<file path="src/rtl/mux_pipe_scan.sv">
// Pipelined N:1 radix-4 mux tree with direct/auto-scan select, valid/ready backpressure and tag.
// Optional sticky out-of-range select flag (sel_err) enabled by defining MUX_SEL_CHECK_EN.
module mux_pipe_scan #(
  parameter int DATA_W = 8,
  parameter int NUM_CH = 16,
  parameter int SEL_W  = 4
) (
  input  logic                     clk,
  input  logic                     rst_n,
  input  logic [NUM_CH*DATA_W-1:0] in_data,
  input  logic                     in_valid,
  output logic                     in_ready,
  input  logic                     mode,
  input  logic [SEL_W-1:0]         sel,
  output logic [DATA_W-1:0]        out_data,
  output logic [SEL_W-1:0]         out_tag,
  output logic                     out_valid,
  input  logic                     out_ready
`ifdef MUX_SEL_CHECK_EN
  ,
  output logic                     sel_err
`endif
);

  localparam int unsigned LEVELS = int'((SEL_W + 1) / 2);

  function automatic int unsigned pow4(input int unsigned e);
    int unsigned r;
    r = 1;
    for (int unsigned i = 0; i < e; i++) r = r * 4;
    return r;
  endfunction

  // Offset (in nodes) of level lvl's registered outputs inside data_q.
  function automatic int unsigned qoff(input int unsigned lvl);
    int unsigned r;
    r = 0;
    for (int unsigned i = 0; i < lvl; i++) r = r + pow4(LEVELS - 1 - i);
    return r;
  endfunction

  localparam int unsigned LEAVES   = pow4(LEVELS);
  localparam int unsigned LEAVES_W = LEAVES * DATA_W;
  localparam int unsigned TOT_Q    = qoff(LEVELS);
  localparam int unsigned OUT_OFF  = qoff(LEVELS - 1);

  if (NUM_CH < 2 || NUM_CH > 256) begin : g_bad_num_ch
    $error("mux_pipe_scan: NUM_CH must be in 2..256");
  end
  if (SEL_W != $clog2(NUM_CH)) begin : g_bad_sel_w
    $error("mux_pipe_scan: SEL_W must equal clog2(NUM_CH)");
  end

  logic                    mode_q;
  logic                    scan_start;
  logic                    accept;
  logic [SEL_W-1:0]        scan_cnt;
  logic [SEL_W-1:0]        eff_sel;
  logic [LEAVES_W-1:0]     leaves;
  logic [TOT_Q*DATA_W-1:0] mux_d;
  logic [TOT_Q*DATA_W-1:0] data_q;
  logic [SEL_W-1:0]        tag_q [LEVELS];
  logic [LEVELS-1:0]       valid_q;

  // Missing leaves are zero, so any select >= NUM_CH naturally yields zero data.
  assign leaves    = LEAVES_W'(in_data);
  assign out_valid = valid_q[LEVELS-1];
  assign out_tag   = tag_q[LEVELS-1];
  assign out_data  = data_q[OUT_OFF*DATA_W +: DATA_W];
  assign in_ready  = !(out_valid && !out_ready);
  assign accept    = in_valid && in_ready;

  always_comb begin
    scan_start = mode && !mode_q;
    if (!mode) begin
      eff_sel = sel;
    end else if (scan_start) begin
      eff_sel = '0;
    end else begin
      eff_sel = scan_cnt;
    end
  end

  always_comb begin
    logic [1:0] idx;
    idx   = '0;
    mux_d = '0;
    for (int unsigned j = 0; j < pow4(LEVELS - 1); j++) begin
      idx = 2'(eff_sel);
      mux_d[j*DATA_W +: DATA_W] = leaves[(4*j + idx)*DATA_W +: DATA_W];
    end
    // Upper levels steer with the tag that travelled with the sample.
    for (int unsigned l = 1; l < LEVELS; l++) begin
      for (int unsigned j = 0; j < pow4(LEVELS - 1 - l); j++) begin
        idx = 2'(tag_q[l-1] >> (2*l));
        mux_d[(qoff(l) + j)*DATA_W +: DATA_W] =
          data_q[(qoff(l-1) + 4*j + idx)*DATA_W +: DATA_W];
      end
    end
  end

  always_ff @(posedge clk or negedge rst_n) begin
    if (!rst_n) begin
      valid_q <= '0;
      data_q  <= '0;
      for (int unsigned l = 0; l < LEVELS; l++) tag_q[l] <= '0;
    end else if (in_ready) begin
      valid_q[0] <= in_valid;
      tag_q[0]   <= eff_sel;
      data_q     <= mux_d;
      for (int unsigned l = 1; l < LEVELS; l++) begin
        valid_q[l] <= valid_q[l-1];
        tag_q[l]   <= tag_q[l-1];
      end
    end
  end

  always_ff @(posedge clk or negedge rst_n) begin
    if (!rst_n) begin
      mode_q   <= 1'b0;
      scan_cnt <= '0;
    end else begin
      mode_q <= mode;
      if (mode && accept) begin
        scan_cnt <= (eff_sel == SEL_W'(NUM_CH - 1)) ? '0 : eff_sel + 1'b1;
      end else if (scan_start) begin
        scan_cnt <= '0;
      end
    end
  end

`ifdef MUX_SEL_CHECK_EN
  always_ff @(posedge clk or negedge rst_n) begin
    if (!rst_n) begin
      sel_err <= 1'b0;
    end else if (accept && !mode && (int'(sel) >= NUM_CH)) begin
      sel_err <= 1'b1;
    end
  end
`endif

endmodule
</file>
<file path="config.mk">
export PLATFORM = sky130hd
export DESIGN_NAME = mux_pipe_scan
export DESIGN_NICKNAME = d
export VERILOG_FILES = /design/src/rtl/mux_pipe_scan.sv
export SDC_FILE = /design/constraint.sdc
export NUM_CORES = 1
export LEC_CHECK = 0
export CAP_MARGIN = 10
export CORE_ASPECT_RATIO = 1.2
export CORE_MARGIN = 8
export CORE_UTILIZATION = 43
export DETAILED_ROUTE_END_ITERATION = 8
export PLACE_DENSITY = 0.93
export SYNTH_ARGS = -nofsm -noshare
export SYNTH_HDL_FRONTEND = slang
export SYNTH_SLANG_ARGS = --single-unit
export TNS_END_PERCENT = 5
</file>
<file path="constraint.sdc">
create_clock -name clk -period 2.3 [get_ports clk]
set_input_delay 0.23 -clock clk [delete_from_list [all_inputs] [get_ports clk]]
set_output_delay 0.23 -clock clk [all_outputs]
set_load 0.01 [all_outputs]
</file>
==> results of run 1 <==
==> metrics by stage <==
stage               instance area [sq um]  hold WS [ns]  utilization (%)  total power, mW  std cells
floorplan                            3540       -0.0656                -             1.96        350
global placement                     5050         0.245             62.7             2.40        565
detailed placement                   5050         0.255             62.7             2.45        565
CTS                                  5150         0.454             63.9             2.96        574
global route                         5150         0.484             63.9             3.09        574
finish                               5150         0.453             63.9             2.94        574
==> Yosys cell counts (all sizes together) <==
master	instances	area, sq um
nor2b	3	18.8
and3	3	18.8
nand2b	2	12.5
a21oi	3	15.0
o221a	32	360
nor2	2	7.51
o21a	1	7.51
nand3	68	345
a22oi	1	7.51
a31oi	2	12.5
dfrtp	55	1380
mux4	8	180
a32o	2	20.0
clkbuf	21	78.8
buf	24	170
a22o	2	17.5
nand3b	2	15.0
mux2	34	492
ha	1	12.5
nand2	43	169
a21bo	1	10.0
o21ai	35	175
nand4	1	6.26
inv	4	15.0
==> logic make-up after synthesis <==
kind of cell / count (synthesis) / synth area share, %
multiplexers: 42 / 19.0
adder cells (fa/ha/maj): 1 / 0.353
buffers and inverters: 49 / 7.45
AND/OR/NAND/NOR: 124 / 16.7
flip-flops: 55 / 38.8
AO/OA/AOI/OAI: 79 / 17.7
==> power by group through the flow <==
stage	sequential (mW)	combinational, mW	clock, mW
after floorplan	1.26	0.697	0
after global placement	1.34	1.07	0
after detailed placement	1.34	1.11	0
after CTS	1.32	1.11	0.531
after global routing	1.35	1.19	0.558
final	1.32	1.10	0.517
==> flip-flops by register name (all words and copies together), names as in the netlist <==
name	cells
mode_q	1
scan_cnt	4
out_tag	4
data_q	40
tag_q	4
valid_q	2
==> worst max path at each step <==
stage	start	endpoint	cells past startpoint
2_1_floorplan	mode_q$_DFF_PN0_	scan_cnt[3]$_DFF_PN0_	8
3_3_place_gp	mode	data_q[19]$_DFFE_PN0N_	6
3_5_place_dp	mode	data_q[8]$_DFFE_PN0N_	5
4_1_cts	valid_q[1]$_DFFE_PN0N_	in_ready	3
5_1_grt	mode	data_q[8]$_DFFE_PN0N_	5
6_report	valid_q[1]$_DFFE_PN0N_	in_ready	3
==> area by class of cell <==
class                      count  area, sq um
clock buffer                   6         72.6
clock inverter                 2         12.5
fill                         628         2910
inverter                       4         15.0
multi-input combinational    246         1910
sequential                    55         1380
tap                           95          119
timing repair buffer         166         1640
==> per-layer routing <==
layer	vias up	GRT usage, %	share of wire (%)
met4	0	8.21	2.6
met1	1597	22.4	38
li1	1552	-	-
met2	197	35.7	51
met3	24	4.81	8.2
met5	-	0	0
==> worst min-delay path, delay by kind of cell <==
family | cells | cell delay (ns)
buf+inv | 3 | 0.90
==> results.py, run 1 <==
metrics = {
    "finish": {
        "final_common_cell": "clkdlybuf4s50_1",
        "drive_gt1_share_pct": 15.4,
        "nets": 616,
        "num_antenna_cells": 0,
        "mostFrequentLayoutCells": "clkdlybuf4s50_1, nand3_1, dfrtp_1",
        "syn_to_final_growth_pct": 45.3,
    },
    "power_and_ir_drop": {
        "max-vdd-ir-drop_uv": 300,
        "combPwrFrac_pct": 37.5,
        "switching_share_pct": 30.1,
        "p_leak_nw": 2.09,
        "intPower_mw": 2.06,
        "power_frac_seq_pct": 44.9,
        "p_clk_share_pct": 17.6,
        "p_sw_mw": 0.887,
        "p_per_area_nw_per_um2": 572,
    },
    "worst_setup_path": {
        "reg2reg_depth": 6,
        "start_kind": "flip-flop",
        "crit_family": "buffers and inverters",
        "worstPathMaxFanout": 22,
        "timing.rr.start": "mode_q$_DFF_PN0_",
        "crit_buf_inv": 2,
        "slowest_delay_ns": 0.63,
        "slowest_stage": "clkdlybuf4s50_1",
        "rr_endpoint": "scan_cnt[3]$_DFF_PN0_",
        "endpoint_kind": "output port",
        "setup.worst_path.class": "flip-flop to output port",
        "worstPathArrival_ns": 1.78,
        "crit_chain": "nor2b_1 -> inv_2 -> clkdlybuf4s50_1",
        "crit_required_ns": 2.07,
        "r2r_slack_ns": 0.47,
    },
    "timing": {
        "relSlewSlack_pct": 27.0,
        "clock.fmax_mhz": 498,
        "rsz0062_at_grt": "no",
        "worst_slack_ns": 0.291,
        "final_max_slew_viol_count": 0,
        "finalSetupViolCount": 0,
        "totalNegativeSetupSlack_ns": 0,
        "period_minus_slack_ns": 2.01,
        "worstMarginPinSlew_ns": 1.09,
        "period_share_pct": 87.4,
        "finalHoldViolCount": 0,
        "clock_skew_ns": 0.0128,
    },
    "global_route": {
        "antenna_found_initial": 0,
        "grt_max_degree": 56,
        "grt_pass1_wl_um": 18300,
        "groute.usage.overall_pct": 20.0,
        "grt_pass1_vias": 3661,
        "globalRoute.totalOverflow": 0,
    },
    "drt": {
        "wire_per_inst_um": 20.1,
        "ant_nets": 0,
        "route.detailed.drc": 0,
        "drtIter0Drc": 214,
        "drtPass1Iterations": 5,
        "finalWirelength_um": 11500,
        "vias": 3370,
        "vias_per_cell": 5.87,
    },
    "clocking": {
        "root_buffer": "clkbuf_8",
        "post-cts-setup-buffers": 0,
        "clock_path_buffers": 2,
        "cts_max_level": 2,
        "cts_tree": "done",
        "clock-sinks": 55,
        "post_cts_resized": 0,
        "cts_hold_buf": 1,
        "clk_pin_slew_ns": 0.10,
        "cts_made_buffers": 5,
        "clk_latency_ns": 0.30,
    },
    "synth": {
        "ys_types": 31,
        "syn_nets": 488,
        "synth_area_sq_um": 3540,
        "netlist_instances": 350,
        "ys_ff_latch": 55,
        "ys_seq_area_share_pct": 38.8,
        "ys_warn_count": 0,
        "syn_avg_cell_area_sq_um": 10.1,
    },
    "flow_run": {
        "maxCapViolCount": 0,
    },
    "placed_design": {
        "gp_congestion": 0.876,
        "port_buffers": 150,
        "pre_cts_slack_ns": 0.0251,
        "hpwl_um": 9030,
    },
    "floorplan": {
        "die_x_um": 98.9,
        "initial_core_util_pct": 43.9,
        "die_h_um": 115,
        "rows": 36,
        "die-area_sq_um": 11400,
        "ioPinCount": 151,
        "coreArea_sq_um": 8060,
    },
    "min_path": {
        "worstHoldPathType": "input pin to async pin",
    },
    "run_status": {
        "outcome": "complete, no violations",
    },
}
(Power assumes the default switching activity.)
==> inputs of run 2 (changes only) <==
- GPL_ROUTABILITY_DRIVEN: default -> 1
==> results of run 2 <==
Final layout, timing and power as in run 1 (identical DEF).
==> inputs of run 3 (changes only) <==
- GPL_TIMING_DRIVEN: default -> 0
- clock period: 2.3 -> 2 ns (I/O delays scaled with it)
==> results.py, run 3 (synthesized netlist as in run 1, its figures left out) <==
metrics = {
    "timing": {
        "rsz0062_at_grt": "yes",
        "period_share_pct": 100,
        "finalSetupViolCount": 1,
        "worst_slack_ns": -0.00690,
        "clock_skew_ns": 0.0132,
        "totalNegativeSetupSlack_ns": -0.00690,
        "final_max_slew_viol_count": 0,
        "worstMarginPinSlew_ns": 0.659,
        "period_minus_slack_ns": 2.01,
        "relSlewSlack_pct": 56.1,
        "clock.fmax_mhz": 498,
        "holdWs_ns": 0.445,
        "finalHoldViolCount": 0,
    },
    "worst_setup_path": {
        "worstPathArrival_ns": 2.21,
        "crit_family": "buffers and inverters",
        "start_kind": "input pin",
        "setup.worst_path.class": "input pin to flip-flop",
        "slowest_delay_ns": 0.62,
        "slowest_stage": "clkdlybuf4s50_1",
        "worstPathMaxFanout": 10,
        "crit_required_ns": 2.21,
        "r2r_slack_ns": 0.04,
        "crit_buf_inv": 2,
        "endpoint_kind": "flip-flop",
        "crit_chain": "clkdlybuf4s50_1 -> nand3_2 -> nand2_4 -> buf_6 -> ha_1 -> a21oi_1 -> mux2_2 -> a22o_1",
    },
    "run_status": {
        "outcome": "finished, violations left",
        "failed_checks": "setup timing",
    },
    "finish": {
        "final_common_cell": "clkdlybuf4s50_1",
        "multiInputGateArea_sq_um": 1910,
        "fin_util_pct": 66.0,
        "mostFrequentLayoutCells": "clkdlybuf4s50_1, nand3_1, dfrtp_1",
        "syn_to_final_growth_pct": 50.2,
        "nets": 646,
        "regMostFlops": "data_q",
        "largest_register_ffs": 40,
        "drive_gt1_share_pct": 16.1,
        "fillers": 645,
        "final-seq-area_sq_um": 1380,
        "num_antenna_cells": 0,
    },
    "clocking": {
        "cts_max_level": 2,
        "clk_pin_slew_ns": 0.11,
        "clk_latency_ns": 0.32,
        "clock-sinks": 55,
        "cts_tree": "done",
        "clock_path_buffers": 2,
        "root_buffer": "clkbuf_8",
        "cts_made_buffers": 5,
    },
    "global_route": {
        "grt_max_degree": 29,
        "grt_pass1_vias": 3830,
        "grt_pass1_wl_um": 19000,
        "globalRoute.totalOverflow": 0,
        "groute.usage.overall_pct": 20.9,
        "antenna_found_initial": 0,
    },
    "min_path": {
        "worstHoldPathType": "input pin to async pin",
    },
    "drt": {
        "route.detailed.drc": 0,
        "ant_nets": 0,
        "vias": 3509,
        "wire_per_inst_um": 19.9,
        "finalWirelength_um": 12000,
        "drtPass1Iterations": 4,
        "vias_per_cell": 5.81,
        "drtIter0Drc": 202,
    },
    "floorplan": {
        "coreArea_sq_um": 8060,
        "die_x_um": 98.9,
        "initial_core_util_pct": 43.9,
        "ioPinCount": 151,
        "die-area_sq_um": 11400,
        "rows": 36,
        "die_h_um": 115,
    },
    "placed_design": {
        "port_buffers": 150,
        "gp_congestion": 0.900,
        "hpwl_um": 9720,
    },
    "power_and_ir_drop": {
        "total_power_mw": 3.70,
        "p_leak_nw": 2.19,
        "p_per_area_nw_per_um2": 694,
        "max-vdd-ir-drop_uv": 287,
    },
    "flow_run": {
        "maxCapViolCount": 0,
    },
}
-- run 3: cell count changes in the layout (fill, tap and decap cells not counted), moves of 2 or more --
cell / change
clkbuf_2: +2
buf_6: +3
clkbuf_1: +18
buf_2: +3
buf_1: +2
-- run 3: area by class of cell --
type / count / area share, %
clock inverter: 2 / 0.729
clock buffer: 6 / 1.55
inverter: 4 / 0.282
multi-input combinational: 246 / 35.8
tap: 95 / 2.23
sequential: 55 / 25.9
timing repair buffer: 152 / 28.7
buffer: 44 / 4.84
-- run 3: path summary, 6_finish.rpt --
check                                  startpoint                      to  cells after the start
max                                          mode   scan_cnt[3]$_DFF_PN0_                      8
min reg2reg                valid_q[0]$_DFFE_PN0N_  valid_q[1]$_DFFE_PN0N_                      2
max reg2reg                      mode_q$_DFF_PN0_   scan_cnt[3]$_DFF_PN0_                      8
min                                         rst_n   data_q[6]$_DFFE_PN0N_                      2
max in group asynchronous                   rst_n  data_q[11]$_DFFE_PN0N_                      3
min in group clk           valid_q[0]$_DFFE_PN0N_  valid_q[1]$_DFFE_PN0N_                      2
-- run 3: report_power, final --
group	total, mW	switching, mW	leakage, nW	internal [mW]
clock network	0.793	0.380	0.0618	0.413
registers	1.49	0.150	0.639	1.34
logic	1.41	0.550	1.49	0.863
total	3.70	1.08	2.19	2.62
-- run 3: routing by layer --
metal / wire (um) / up-vias / track usage (%)
met5: 0 / - / 0
met4: 386 / 0 / 9.44
met3: 1070 / 32 / 5.53
met2: 6000 / 184 / 35.3
met1: 4590 / 1683 / 24.4
li1: - / 1610 / -
-- run 3: repair_timing --
action	in CTS	in global routing
setup buffers	0	0
gates cloned	0	0
gates resized for setup	3	6
endpoints found under the hold margin	27	0
hold buffers	1	0
endpoints found under the setup margin	1	23
-- run 3: worst register-to-register path, cell delays in order (launching register included) --
cell,delay (ns)
dfrtp_1,0.35
buf_4,0.16
nand3_2,0.20
nand2_4,0.19
buf_6,0.22
ha_1,0.21
a21oi_1,0.08
mux2_2,0.27
a22o_1,0.18
-- run 3: through the flow --
step           setup WS, ns  area [sq um]  std cells
2_1_floorplan         0.321          3540        350
3_3_place_gp         -0.827          5160        595
3_5_place_dp         -0.388          5180        596
4_1_cts             0.00505          5320        604
5_1_grt             -0.0716          5320        604
6_report           -0.00690          5320        604
